## config.mk

```make
export PLATFORM = sky130hd
export DESIGN_NAME = execute
export DESIGN_NICKNAME = d
export VERILOG_FILES = /design/src/rtl/cpu_pkg.sv /design/src/rtl/mul_iter.sv /design/src/rtl/execute.sv
export SDC_FILE = /design/constraint.sdc
export NUM_CORES = 1
export LEC_CHECK = 0
export ABC_AREA = 1
export CAP_MARGIN = 20
export CELL_PAD_IN_SITES_DETAIL_PLACEMENT = 1
export CELL_PAD_IN_SITES_GLOBAL_PLACEMENT = 1
export CORE_ASPECT_RATIO = 0.7
export CORE_MARGIN = 4
export CORE_UTILIZATION = 39
export CTS_BUF_LIST = sky130_fd_sc_hd__clkbuf_8 sky130_fd_sc_hd__clkbuf_16
export CTS_CLUSTER_SIZE = 40
export DETAILED_ROUTE_END_ITERATION = 10
export MAX_ROUTING_LAYER = met4
export PLACE_DENSITY_LB_ADDON = 0.05
export SLEW_MARGIN = 10
export SYNTH_ARGS = -nofsm -noshare
export SYNTH_HDL_FRONTEND = slang
export SYNTH_SLANG_ARGS = --single-unit
```

## constraint.sdc

```tcl
create_clock -name clk -period 4.58 [get_ports clk]
set_clock_uncertainty 0.05 [all_clocks]
set_input_delay 0.458 -clock clk [delete_from_list [all_inputs] [get_ports clk]]
set_output_delay 0.458 -clock clk [all_outputs]
set_load 0.05 [all_outputs]
```

## src/rtl/cpu_pkg.sv

```systemverilog
// Shared definitions for the 16-bit CPU pipeline: opcode encodings,
// multiplier FSM states and the flag-packing helper.
package cpu_pkg;

    localparam int DATA_W = 16;
    localparam int CNT_W  = 5;

    typedef logic [4:0] opcode_t;

    localparam opcode_t OP_ADD     = 5'b00000;
    localparam opcode_t OP_SUB     = 5'b00001;
    localparam opcode_t OP_AND     = 5'b00010;
    localparam opcode_t OP_OR      = 5'b00011;
    localparam opcode_t OP_XOR     = 5'b00100;
    localparam opcode_t OP_NOP     = 5'b00101;
    localparam opcode_t OP_MUL     = 5'b00110;
    localparam opcode_t OP_BRANCH  = 5'b00111;
    localparam opcode_t OP_IMML    = 5'b01000;
    localparam opcode_t OP_IMMH    = 5'b01001;
    localparam opcode_t OP_LOAD    = 5'b01010;
    localparam opcode_t OP_STORE   = 5'b01011;
    localparam opcode_t OP_DBLOAD  = 5'b01100;
    localparam opcode_t OP_DBSTORE = 5'b01101;

    typedef enum logic [0:0] {
        ST_IDLE     = 1'b0,
        ST_MUL_BUSY = 1'b1
    } mul_state_e;

    // Packs a result and its overflow bit into the {N,V,Z} flag vector.
    function automatic logic [2:0] nvz_of(input logic [DATA_W-1:0] res, input logic ovf);
        return {res[DATA_W-1], ovf, (res == {DATA_W{1'b0}})};
    endfunction

endpackage

```

## src/rtl/mul_iter.sv

```systemverilog
// Iterative shift-add multiplier: one partial-product step per cycle,
// WIDTH steps per multiply, low WIDTH bits of the product only.
module mul_iter
    import cpu_pkg::*;
#(
    parameter int WIDTH = DATA_W
) (
    input  logic             clk,
    input  logic             rst_n,
    input  logic             start,
    input  logic [WIDTH-1:0] a,
    input  logic [WIDTH-1:0] b,
    output logic             busy,
    output logic             done,
    output logic [WIDTH-1:0] product
);

    localparam logic [CNT_W-1:0] LAST_STEP = CNT_W'(WIDTH - 1);

    mul_state_e       state_q, state_d;
    logic [CNT_W-1:0] cnt_q, cnt_d;
    logic [WIDTH-1:0] mcand_q, mcand_d;
    logic [WIDTH-1:0] mplr_q, mplr_d;
    logic [WIDTH-1:0] acc_q, acc_d;
    logic [WIDTH-1:0] step_sum_s;

    // Accumulator value after the current step (also the final product on the last step).
    assign step_sum_s = acc_q + (mplr_q[0] ? mcand_q : {WIDTH{1'b0}});

    // Next-state logic: capture operands on start, then shift-add until the last step.
    always_comb begin
        state_d = state_q;
        cnt_d   = cnt_q;
        mcand_d = mcand_q;
        mplr_d  = mplr_q;
        acc_d   = acc_q;
        case (state_q)
            ST_IDLE: begin
                if (start) begin
                    state_d = ST_MUL_BUSY;
                    cnt_d   = {CNT_W{1'b0}};
                    mcand_d = a;
                    mplr_d  = b;
                    acc_d   = {WIDTH{1'b0}};
                end else begin
                    state_d = ST_IDLE;
                end
            end
            ST_MUL_BUSY: begin
                acc_d   = step_sum_s;
                mcand_d = mcand_q << 1;
                mplr_d  = mplr_q >> 1;
                if (cnt_q == LAST_STEP) begin
                    state_d = ST_IDLE;
                    cnt_d   = {CNT_W{1'b0}};
                end else begin
                    cnt_d   = cnt_q + 5'd1;
                end
            end
            default: begin
                state_d = ST_IDLE;
                cnt_d   = {CNT_W{1'b0}};
            end
        endcase
    end

    // State, counter and datapath registers; reset abandons any multiply in flight.
    always_ff @(posedge clk or negedge rst_n) begin
        if (!rst_n) begin
            state_q <= ST_IDLE;
            cnt_q   <= {CNT_W{1'b0}};
            mcand_q <= {WIDTH{1'b0}};
            mplr_q  <= {WIDTH{1'b0}};
            acc_q   <= {WIDTH{1'b0}};
        end else begin
            state_q <= state_d;
            cnt_q   <= cnt_d;
            mcand_q <= mcand_d;
            mplr_q  <= mplr_d;
            acc_q   <= acc_d;
        end
    end

    assign busy    = (state_q == ST_MUL_BUSY);
    assign done    = busy && (cnt_q == LAST_STEP);
    assign product = step_sum_s;

endmodule

```

## src/rtl/execute.sv

```systemverilog
// Execute stage: operand forwarding, ALU, address generation, NVZ flags,
// iterative multiply with front-end stall, and the EX/MEM output register.
module execute
    import cpu_pkg::*;
#(
    parameter int WIDTH = DATA_W
) (
    input  logic             clk,
    input  logic             rst_n,
    input  opcode_t          iOpcode,
    input  logic [WIDTH-1:0] iImm,
    input  logic [3:0]       iSr1,
    input  logic [3:0]       iSr2,
    input  logic [WIDTH-1:0] iData1,
    input  logic [WIDTH-1:0] iData2,
    input  logic             iAlutoReg,
    input  logic             iMemtoReg,
    input  logic             iBustoReg,
    input  logic [3:0]       iWriteBackAddr,
    input  logic             iALUSrc,
    input  logic             iMemRead,
    input  logic             iMemWrite,
    input  logic             iBusWrite,
    input  logic             iWbEn,
    input  logic [3:0]       iWbAddr,
    input  logic [WIDTH-1:0] iWbData,
    output logic [WIDTH-1:0] oResult,
    output logic [WIDTH-1:0] oStoreData,
    output logic             oAlutoReg,
    output logic             oMemtoReg,
    output logic             oBustoReg,
    output logic             oMemRead,
    output logic             oMemWrite,
    output logic             oBusWrite,
    output logic [3:0]       oWriteBackAddr,
    output logic [2:0]       oNVZ,
    output logic             oStall
);

    localparam logic [WIDTH-1:0] LO_BYTE = {{(WIDTH-8){1'b0}}, 8'hFF};
    localparam logic [WIDTH-1:0] HI_BYTE = ~LO_BYTE;
    localparam logic [WIDTH-1:0] ZERO    = {WIDTH{1'b0}};

    logic [WIDTH-1:0] result_q, result_d;
    logic [WIDTH-1:0] store_q, store_d;
    logic             alu_q, alu_d, mem_q, mem_d, bus_q, bus_d;
    logic             mrd_q, mrd_d, mwr_q, mwr_d, bwr_q, bwr_d;
    logic [3:0]       wba_q, wba_d;
    logic [3:0]       mul_dst_q, mul_dst_d;
    logic [2:0]       nvz_q, nvz_d;

    logic [WIDTH-1:0] op_a_s, op_b_s, sum_s, diff_s, mul_product_s;
    logic             ex_fwd_ok_s, add_v_s, sub_v_s, pass_s;
    logic             mul_start_s, mul_busy_s, mul_done_s;
    logic             alusrc_unused_s;

    // ALU-source select is consumed upstream; the immediate arrives pre-positioned.
    assign alusrc_unused_s = iALUSrc;

    // Only a pure ALU result in EX/MEM is a legal forwarding source.
    assign ex_fwd_ok_s = alu_q && !mem_q && !bus_q;

    // Operand A forwarding: EX/MEM first, then MEM/WB, r0 never forwarded.
    always_comb begin
        if (ex_fwd_ok_s && (wba_q == iSr1) && (iSr1 != 4'd0)) begin
            op_a_s = result_q;
        end else if (iWbEn && (iWbAddr == iSr1) && (iSr1 != 4'd0)) begin
            op_a_s = iWbData;
        end else begin
            op_a_s = iData1;
        end
    end

    // Operand B forwarding: same priority as operand A.
    always_comb begin
        if (ex_fwd_ok_s && (wba_q == iSr2) && (iSr2 != 4'd0)) begin
            op_b_s = result_q;
        end else if (iWbEn && (iWbAddr == iSr2) && (iSr2 != 4'd0)) begin
            op_b_s = iWbData;
        end else begin
            op_b_s = iData2;
        end
    end

    assign sum_s   = op_a_s + op_b_s;
    assign diff_s  = op_a_s - op_b_s;
    assign add_v_s = (op_a_s[WIDTH-1] == op_b_s[WIDTH-1]) && (sum_s[WIDTH-1] != op_a_s[WIDTH-1]);
    assign sub_v_s = (op_a_s[WIDTH-1] != op_b_s[WIDTH-1]) && (diff_s[WIDTH-1] != op_a_s[WIDTH-1]);

    assign mul_start_s = (iOpcode == OP_MUL) && !mul_busy_s;

    mul_iter #(.WIDTH(WIDTH)) u_mul_iter (
        .clk     (clk),
        .rst_n   (rst_n),
        .start   (mul_start_s),
        .a       (op_a_s),
        .b       (op_b_s),
        .busy    (mul_busy_s),
        .done    (mul_done_s),
        .product (mul_product_s)
    );

    // Next EX/MEM contents: bubble by default, multiply result on completion, ALU otherwise.
    always_comb begin
        result_d  = ZERO;
        store_d   = ZERO;
        alu_d     = 1'b0;
        mem_d     = 1'b0;
        bus_d     = 1'b0;
        mrd_d     = 1'b0;
        mwr_d     = 1'b0;
        bwr_d     = 1'b0;
        wba_d     = 4'd0;
        nvz_d     = nvz_q;
        mul_dst_d = mul_dst_q;
        pass_s    = 1'b0;
        if (mul_busy_s) begin
            if (mul_done_s) begin
                result_d = mul_product_s;
                alu_d    = 1'b1;
                wba_d    = mul_dst_q;
                nvz_d    = nvz_of(mul_product_s, 1'b0);
            end else begin
                result_d = ZERO;
            end
        end else begin
            case (iOpcode)
                OP_ADD:     begin result_d = sum_s;  pass_s = 1'b1; nvz_d = nvz_of(sum_s, add_v_s); end
                OP_SUB:     begin result_d = diff_s; pass_s = 1'b1; nvz_d = nvz_of(diff_s, sub_v_s); end
                OP_AND:     begin result_d = op_a_s & op_b_s; pass_s = 1'b1; nvz_d = nvz_of(op_a_s & op_b_s, 1'b0); end
                OP_OR:      begin result_d = op_a_s | op_b_s; pass_s = 1'b1; nvz_d = nvz_of(op_a_s | op_b_s, 1'b0); end
                OP_XOR:     begin result_d = op_a_s ^ op_b_s; pass_s = 1'b1; nvz_d = nvz_of(op_a_s ^ op_b_s, 1'b0); end
                OP_IMML:    begin result_d = (op_a_s & HI_BYTE) | iImm; pass_s = 1'b1; end
                OP_IMMH:    begin result_d = (op_a_s & LO_BYTE) | iImm; pass_s = 1'b1; end
                OP_LOAD, OP_STORE, OP_DBLOAD, OP_DBSTORE: begin
                    result_d = op_a_s;
                    pass_s   = 1'b1;
                end
                OP_MUL:     begin mul_dst_d = iWriteBackAddr; end
                default:    begin result_d = ZERO; end
            endcase
            if (pass_s) begin
                store_d = op_b_s;
                alu_d   = iAlutoReg;
                mem_d   = iMemtoReg;
                bus_d   = iBustoReg;
                mrd_d   = iMemRead;
                mwr_d   = iMemWrite;
                bwr_d   = iBusWrite;
                wba_d   = iWriteBackAddr;
            end else begin
                store_d = ZERO;
            end
        end
    end

    // EX/MEM output register and flag register.
    always_ff @(posedge clk or negedge rst_n) begin
        if (!rst_n) begin
            result_q  <= ZERO;
            store_q   <= ZERO;
            alu_q     <= 1'b0;
            mem_q     <= 1'b0;
            bus_q     <= 1'b0;
            mrd_q     <= 1'b0;
            mwr_q     <= 1'b0;
            bwr_q     <= 1'b0;
            wba_q     <= 4'd0;
            mul_dst_q <= 4'd0;
            nvz_q     <= 3'b000;
        end else begin
            result_q  <= result_d;
            store_q   <= store_d;
            alu_q     <= alu_d;
            mem_q     <= mem_d;
            bus_q     <= bus_d;
            mrd_q     <= mrd_d;
            mwr_q     <= mwr_d;
            bwr_q     <= bwr_d;
            wba_q     <= wba_d;
            mul_dst_q <= mul_dst_d;
            nvz_q     <= nvz_d;
        end
    end

    assign oResult        = result_q;
    assign oStoreData     = store_q;
    assign oAlutoReg      = alu_q;
    assign oMemtoReg      = mem_q;
    assign oBustoReg      = bus_q;
    assign oMemRead       = mrd_q;
    assign oMemWrite      = mwr_q;
    assign oBusWrite      = bwr_q;
    assign oWriteBackAddr = wba_q;
    assign oNVZ           = nvz_q;
    assign oStall         = mul_busy_s;

endmodule

```

Word level (Yosys, flattened, before mapping) --
Cells that the tools add are included. Widths: inputs -> output; s select.
Cells by class: add/sub/neg operators 4, equality and inequality tests 22, multiplexer cells 43, bitwise gates (word level) 6, reduce and logical (&&, ||, !) cells 31
Operators with widths (count):
- $mux 16 | 12
- $pmux 16 s8 | 1
- $logic_not 16->1 | 6
- $pmux 16 s2 | 3
- $eq 5x4->1 const B | 7
- $add 16x16->16 | 2
- $or 16x16->16 | 2
- $mux 1 | 17
- $and 16x16->16 | 1
- $eq 4x4->1 | 4
- $or 8x16->16 | 1
- $sub 16x16->16 | 1
- $xor 16x16->16 | 1
- $pmux 3 s5 | 1
- $logic_and 1x1->1 | 14
- $mux 4 | 3
- $reduce_or 11->1 | 1
- $eq 5x2->1 const B | 2
- $eq 5x3->1 const B | 2
- $mux 5 | 2
- $pmux 5 s2 | 1
- $reduce_bool 4->1 | 2
- $mux 3 | 2
- $reduce_bool 6->1 | 1
- 11 further kinds | 17
Word-level totals: flip-flop bits (word level) 103, bits of input ports 95, output and inout bits 46, word-level logic and storage cells 122

Logic depth before layout (Yosys ltp) --
depth after elaboration 11, depth in mapped cells 33, depth with buffers taken out 32

Cells and area by module --
A second synthesis with hierarchy kept.
Second synthesis, totals: cell total of the unflattened synthesis 1349, area total of the unflattened synthesis 9066.2 um^2
By module, submodules not included:
- execute | times used 1, cells an instance 904, area an instance 5748.0 um^2, seq. area each 1226.2 um^2
- mul_iter | times used 1, cells an instance 445, area an instance 3318.2 um^2, seq. area each 1351.3 um^2

Worst setup path before layout --
Ideal clock, no wire load.
kind register -> register, start point register wba_q[1], in the netlist oWriteBackAddr[1], end point register result_q[14], in the netlist oResult[14], setup time 129 ps, arrival time 4103 ps, data required time 4401 ps, slack 298 ps, cell stages (with the launch flop) 26, buffers on the path 2, period minus slack after synthesis 4282 ps, path through dfrtp_1 inv_1 o21ai_0 nor2_2 nand3_2 clkbuf_1 clkbuf_1 o21ai_0 inv_1 ha_1 inv_1 fa_1 o21ai_0 nand2_1 nand2_1 nand2_1 nand2_1 a21oi_1 o21ai_0 nand2_1 nand3_1 o21ai_0 xor2_1 o21ai_0 o31ai_1 o21ai_1
Between the ends: longest elaborated chain between the ends 7, elaborated cells on any way between the ends 16, those cells by class add/sub (2); eq/ne (2); mux (4); bitwise (4); reduce/logical (4)
RTL lines:
- start, declared | line execute.sv:48 | logic [3:0] wba_q, wba_d;
- start signal, assigned | line execute.sv:180 | wba_q <= wba_d;
- $eq 4x4->1, on equally long branches | line execute.sv:65, execute.sv:76
- $logic_and 1x1->1, on equally long branches (2 in a row) | line execute.sv:65, execute.sv:76
- $mux 16, on equally long branches | line execute.sv:65, execute.sv:76
- $sub 16x16->16, or another cell as far along | line execute.sv:86 | assign diff_s = op_a_s - op_b_s;
- $pmux 16 s8 * | line execute.sv:127 | case (iOpcode)
- $mux 16 * | line execute.sv:117 | if (mul_busy_s) begin
- named net result_d[14] | line execute.sv:44 | logic [WIDTH-1:0] result_q, result_d;
- end signal, assigned | line execute.sv:172 | result_q <= result_d;
- end, declared | line execute.sv:44
Mark *: on every way through the listed nets, which the timed path passes. The rest lies on a longest branch. A chain may end at the register's enable or synchronous reset.

Worst setup path in the final report --
start point input iSr1[0], end point register nvz_q[0], in the netlist oNVZ[0]
Between the ends: longest elaborated chain between the ends 9, elaborated cells on any way between the ends 21, those cells by class add/sub (2); eq/ne (2); mux (4); bitwise (3); reduce/logical (10)
RTL lines:
- start, declared | line execute.sv:12 | input logic [3:0] iSr1,
- $eq 4x4->1 | line execute.sv:67 | end else if (iWbEn && (iWbAddr == iSr1) && (iSr1 != 4'd0)) begin
- $logic_and 1x1->1 (2 in a row) | line execute.sv:67
- $mux 16 | line execute.sv:67
- $mux 16 * | line execute.sv:65 | if (ex_fwd_ok_s && (wba_q == iSr1) && (iSr1 != 4'd0)) begin
- $sub 16x16->16, or another cell as far along | line execute.sv:86
- $logic_not 16->1 | line cpu_pkg.sv:32 | return {res[DATA_W-1], ovf, (res == {DATA_W{1'b0}})};
- $pmux 3 s5 * | line execute.sv:127
- $mux 3 * | line execute.sv:117
- end signal, assigned | line execute.sv:182 | nvz_q <= nvz_d;
- end, declared | line execute.sv:50 | logic [2:0] nvz_q, nvz_d;
Mark *: on every way between the ends. The rest lies on a longest branch, timed or not.

==> results.md <==
- Finished Layout Cells: 1799
- WP data arrival: roughly 4.6 ns
- CTS tree: done
- CTS root buf: clkbuf_16
- Max_slew headroom: approximately 28%
- Die ar.: 24600 um2
- Number of flops mapped to enable cells by yosys: 0
- Fin crit period: roughly 4.4 ns
- Tot GR Track Use: around a third
- Post-Synth XOR/XNOR Area: approximately 3.6%
- VDD IR-drop max: 0.356 mV
- Residual DRC: 0
- Final GP Congestion: 0.984
- Clock latency on the worst-skew pair: 0.37 ns
- Final setup vio count: 0
- Total CTS buffers: 9
- Seq/Total Area, Yosys: between 20 and 30%
- HPWL after DPL: 31400 um
- Post-layout util: between 50% and 60%
- Slowest library cell on the worst path: clkdlybuf4s50_1
- DR vias: 9841
- Antenna Cells: 0
- Routed vias/inst: 5.47
- Clock share of power: 18.8%
- Wire per inst: around 21 um
- Synth Register Bits: 103
- Initial antenna violation count: 0
- Starting Density: between 30% and 40%
- Top cells by count, synth: nand2_1, inv_1, dfrtp_1, o21ai_0, nor2_1
- Placed Cells: approximately 1.8k
- Slew of the pin with the lowest slew margin: about 1.1 ns
- First-pass GRT wire length: between 50000 and 60000 um
- Primary FF master, synth: dfrtp_1
- P_leak: ~5.9 nW
- Delay-heaviest family, CP: simple AND/OR/NAND/NOR gates
- Final count of hold timing violations: 0
- Int Pwr: approximately 2.5 mW
- Largest family of logic cells by synthesized area: simple AND/OR/NAND/NOR gates
- Final setup TNS: 0 ns
- Initial drt markers: approximately 740
- Psw: between 2 and 2.5 mW
- I/O Buffers: 139
- FMAX: 230 MHz
- Mux share of post-synthesis cell area: 0%
- IO Count: 141
- Max_cap viols: 0
- Post-synthesis compound-gate area fraction: between 10% and 20%
- Largest stage delay on the critical path: between 0.5 and 0.6 ns
- Crit start category: input pin
- Synth Cell Area: roughly 8600 um2
- Clock Pin Slew Worst Setup and Hold Paths: 0.07 ns
- Layout cells sized above 1: 19.5%
- Initial DRT Pass Iterations: 7
- GR Overflow Total: 0
- Net count after synthesis: 1387
- Simple-gate area share of the yosys netlist: approximately 27%
- Top cells by area, synth: dfrtp_1, nand2_1, ha_1
- Combinational fraction of design power: 51.8%
- Distinct cells, synth: 54
- P per Cell Area: about 380 nW/um2
- Critical path class: input pin to flip-flop
- Drt total wl: 38500 um
- Die Y: roughly 130 um
- Nets: roughly 1.7k
- Post-synthesis async set-or-reset flop share: 100%
- Area grow syn2layout: 39.3%
- Critical Path RT: between 4 and 5 ns
- Largest net degree at the start of global routing: 59
- Most common cell in the netlist: nand2_1
- Post-Synth Adder-Cell Area: ~9.7%
- Clk sinks: approximately 100
- Area leader, netlist: dfrtp_1
- Hold Crit Class: input pin to async pin
- Sequential power share: 29.4%
- Yosys warnings: 0
- Slew Limit Fails: 0
- CP bufs+invs: 5
- Switching share of power: between 40 and 50%
- Area fraction of the dominant cell type after synthesis: between 20% and 30%
- Vias in the first global route: about 10k
- H-tree Lvls: 3
- Mean area per synthesized cell: approximately 7 um2
- Worst Path Max Fanout: 4
- Post-route ant nets: 0
- Core outline area: between 20000 and 25000 um2
- Final period utilization: between 90% and 100%
- Outcome: complete, no violations
- Die W: 186 um
- Row cnt: 45
- Post-Synthesis Cells: about 1.2k
- Critical path endpoint category: flip-flop
- Deepest clock path buffer count: 2
==> layout by cell type, fill, tap and decap left out, types with 8 or more instances in the layout <==
master	n
nand4_1	20
nand2_2	17
o22ai_1	18
ha_1	58
clkdlybuf4s50_1	137
nor2_2	8
clkbuf_16	9
o221ai_1	21
o21ai_0	77
inv_2	12
o21ai_1	34
or2_2	20
inv_1	175
nor2_1	82
buf_4	173
a21oi_1	35
nand2_1	276
xor2_1	27
o211ai_1	34
nand3_1	58
dfrtp_1	103
==> sequential cells by signal (all words and copies together) (netlist names), 3 cells and up <==
register / flops
mul_dst_q: 4
oNVZ: 3
oResult: 16
oStoreData: 16
oWriteBackAddr: 4
u_mul_iter.acc_q: 16
u_mul_iter.cnt_q: 5
u_mul_iter.mcand_q: 16
u_mul_iter.mplr_q: 16
==> path summary, 6_finish.rpt <==
kind / start / slack [ns] / to / cells past startpoint
worst max-delay path: iSr1[0] / 0.23 / oNVZ[0]$_DFFE_PN0P_ / 29
worst min-delay path: rst_n / 0.11 / oWriteBackAddr[0]$_DFF_PN0_ / 1
worst max register to register: oWriteBackAddr[1]$_DFF_PN0_ / 0.40 / oNVZ[0]$_DFFE_PN0P_ / 26
worst min register to register: u_mul_iter.acc_q[10]$_DFFE_PN0P_ / 0.45 / u_mul_iter.acc_q[10]$_DFFE_PN0P_ / 2
max in group asynchronous: rst_n / 3.28 / u_mul_iter.acc_q[5]$_DFFE_PN0P_ / 2
min in group clk: u_mul_iter.acc_q[10]$_DFFE_PN0P_ / 0.45 / u_mul_iter.acc_q[10]$_DFFE_PN0P_ / 2
==> power by group through the flow <==
stage,logic [mW],registers [mW],clock network (mW)
CTS,2.28,1.33,0.862
detailed placement,2.26,1.34,0
global placement,2.21,1.33,0
global route,2.54,1.36,0.904
floorplan,1.09,1.50,0
finish,2.34,1.33,0.852
==> layout make-up <==
type | count | area, um2
Timing Repair Buffer | 318 | 2770
Clock buffer | 9 | 225
Clock inverter | 7 | 93.8
Sequential cell | 103 | 2580
Multi-Input combinational cell | 890 | 5290
Inverter | 190 | 713
Fill cell | 2772 | 9710
Tap cell | 282 | 353
==> logic make-up (layout without fill, tap and decap cells) <==
group / Yosys count / after routing
xor gates and xnor gates: 35 / 35
DFF: 103 / 103
AOI/OAI and AO/OA: 271 / 271
buffers and inverters: 233 / 524
adders and majority gates: 66 / 66
and+or+nand+nor: 518 / 518
==> per-layer routing <==
metal	GRT usage (%)	wire length, um	vias up
met4	6.92	801	0
met2	48.0	17200	338
met5	-	0	-
li1	-	-	4624
met3	6.84	2730	56
met1	43.8	17700	4823
==> what timing repair did <==
action / in CTS / in global routing
resized for setup: 0 / 64
buffers inserted: 0 / 5
hold buffers: 0 / 0
endpoints found under the setup margin: 0 / 8
==> through the flow <==
stage | power, mW | hold WS, ns | worst slack [ns] | cell area (um2)
3_5_place_dp | 3.60 | 0.434 | -0.310 | 11500
5_1_grt | 4.81 | 0.172 | -0.0139 | 12000
6_report | 4.53 | 0.113 | 0.226 | 12000
4_1_cts | 4.47 | 0.141 | 0.0277 | 11800
2_1_floorplan | 2.59 | 0.112 | 0.298 | 8630
3_3_place_gp | 3.54 | 0.413 | -0.233 | 11500
Note: power is estimated with default switching activity, not from simulation.
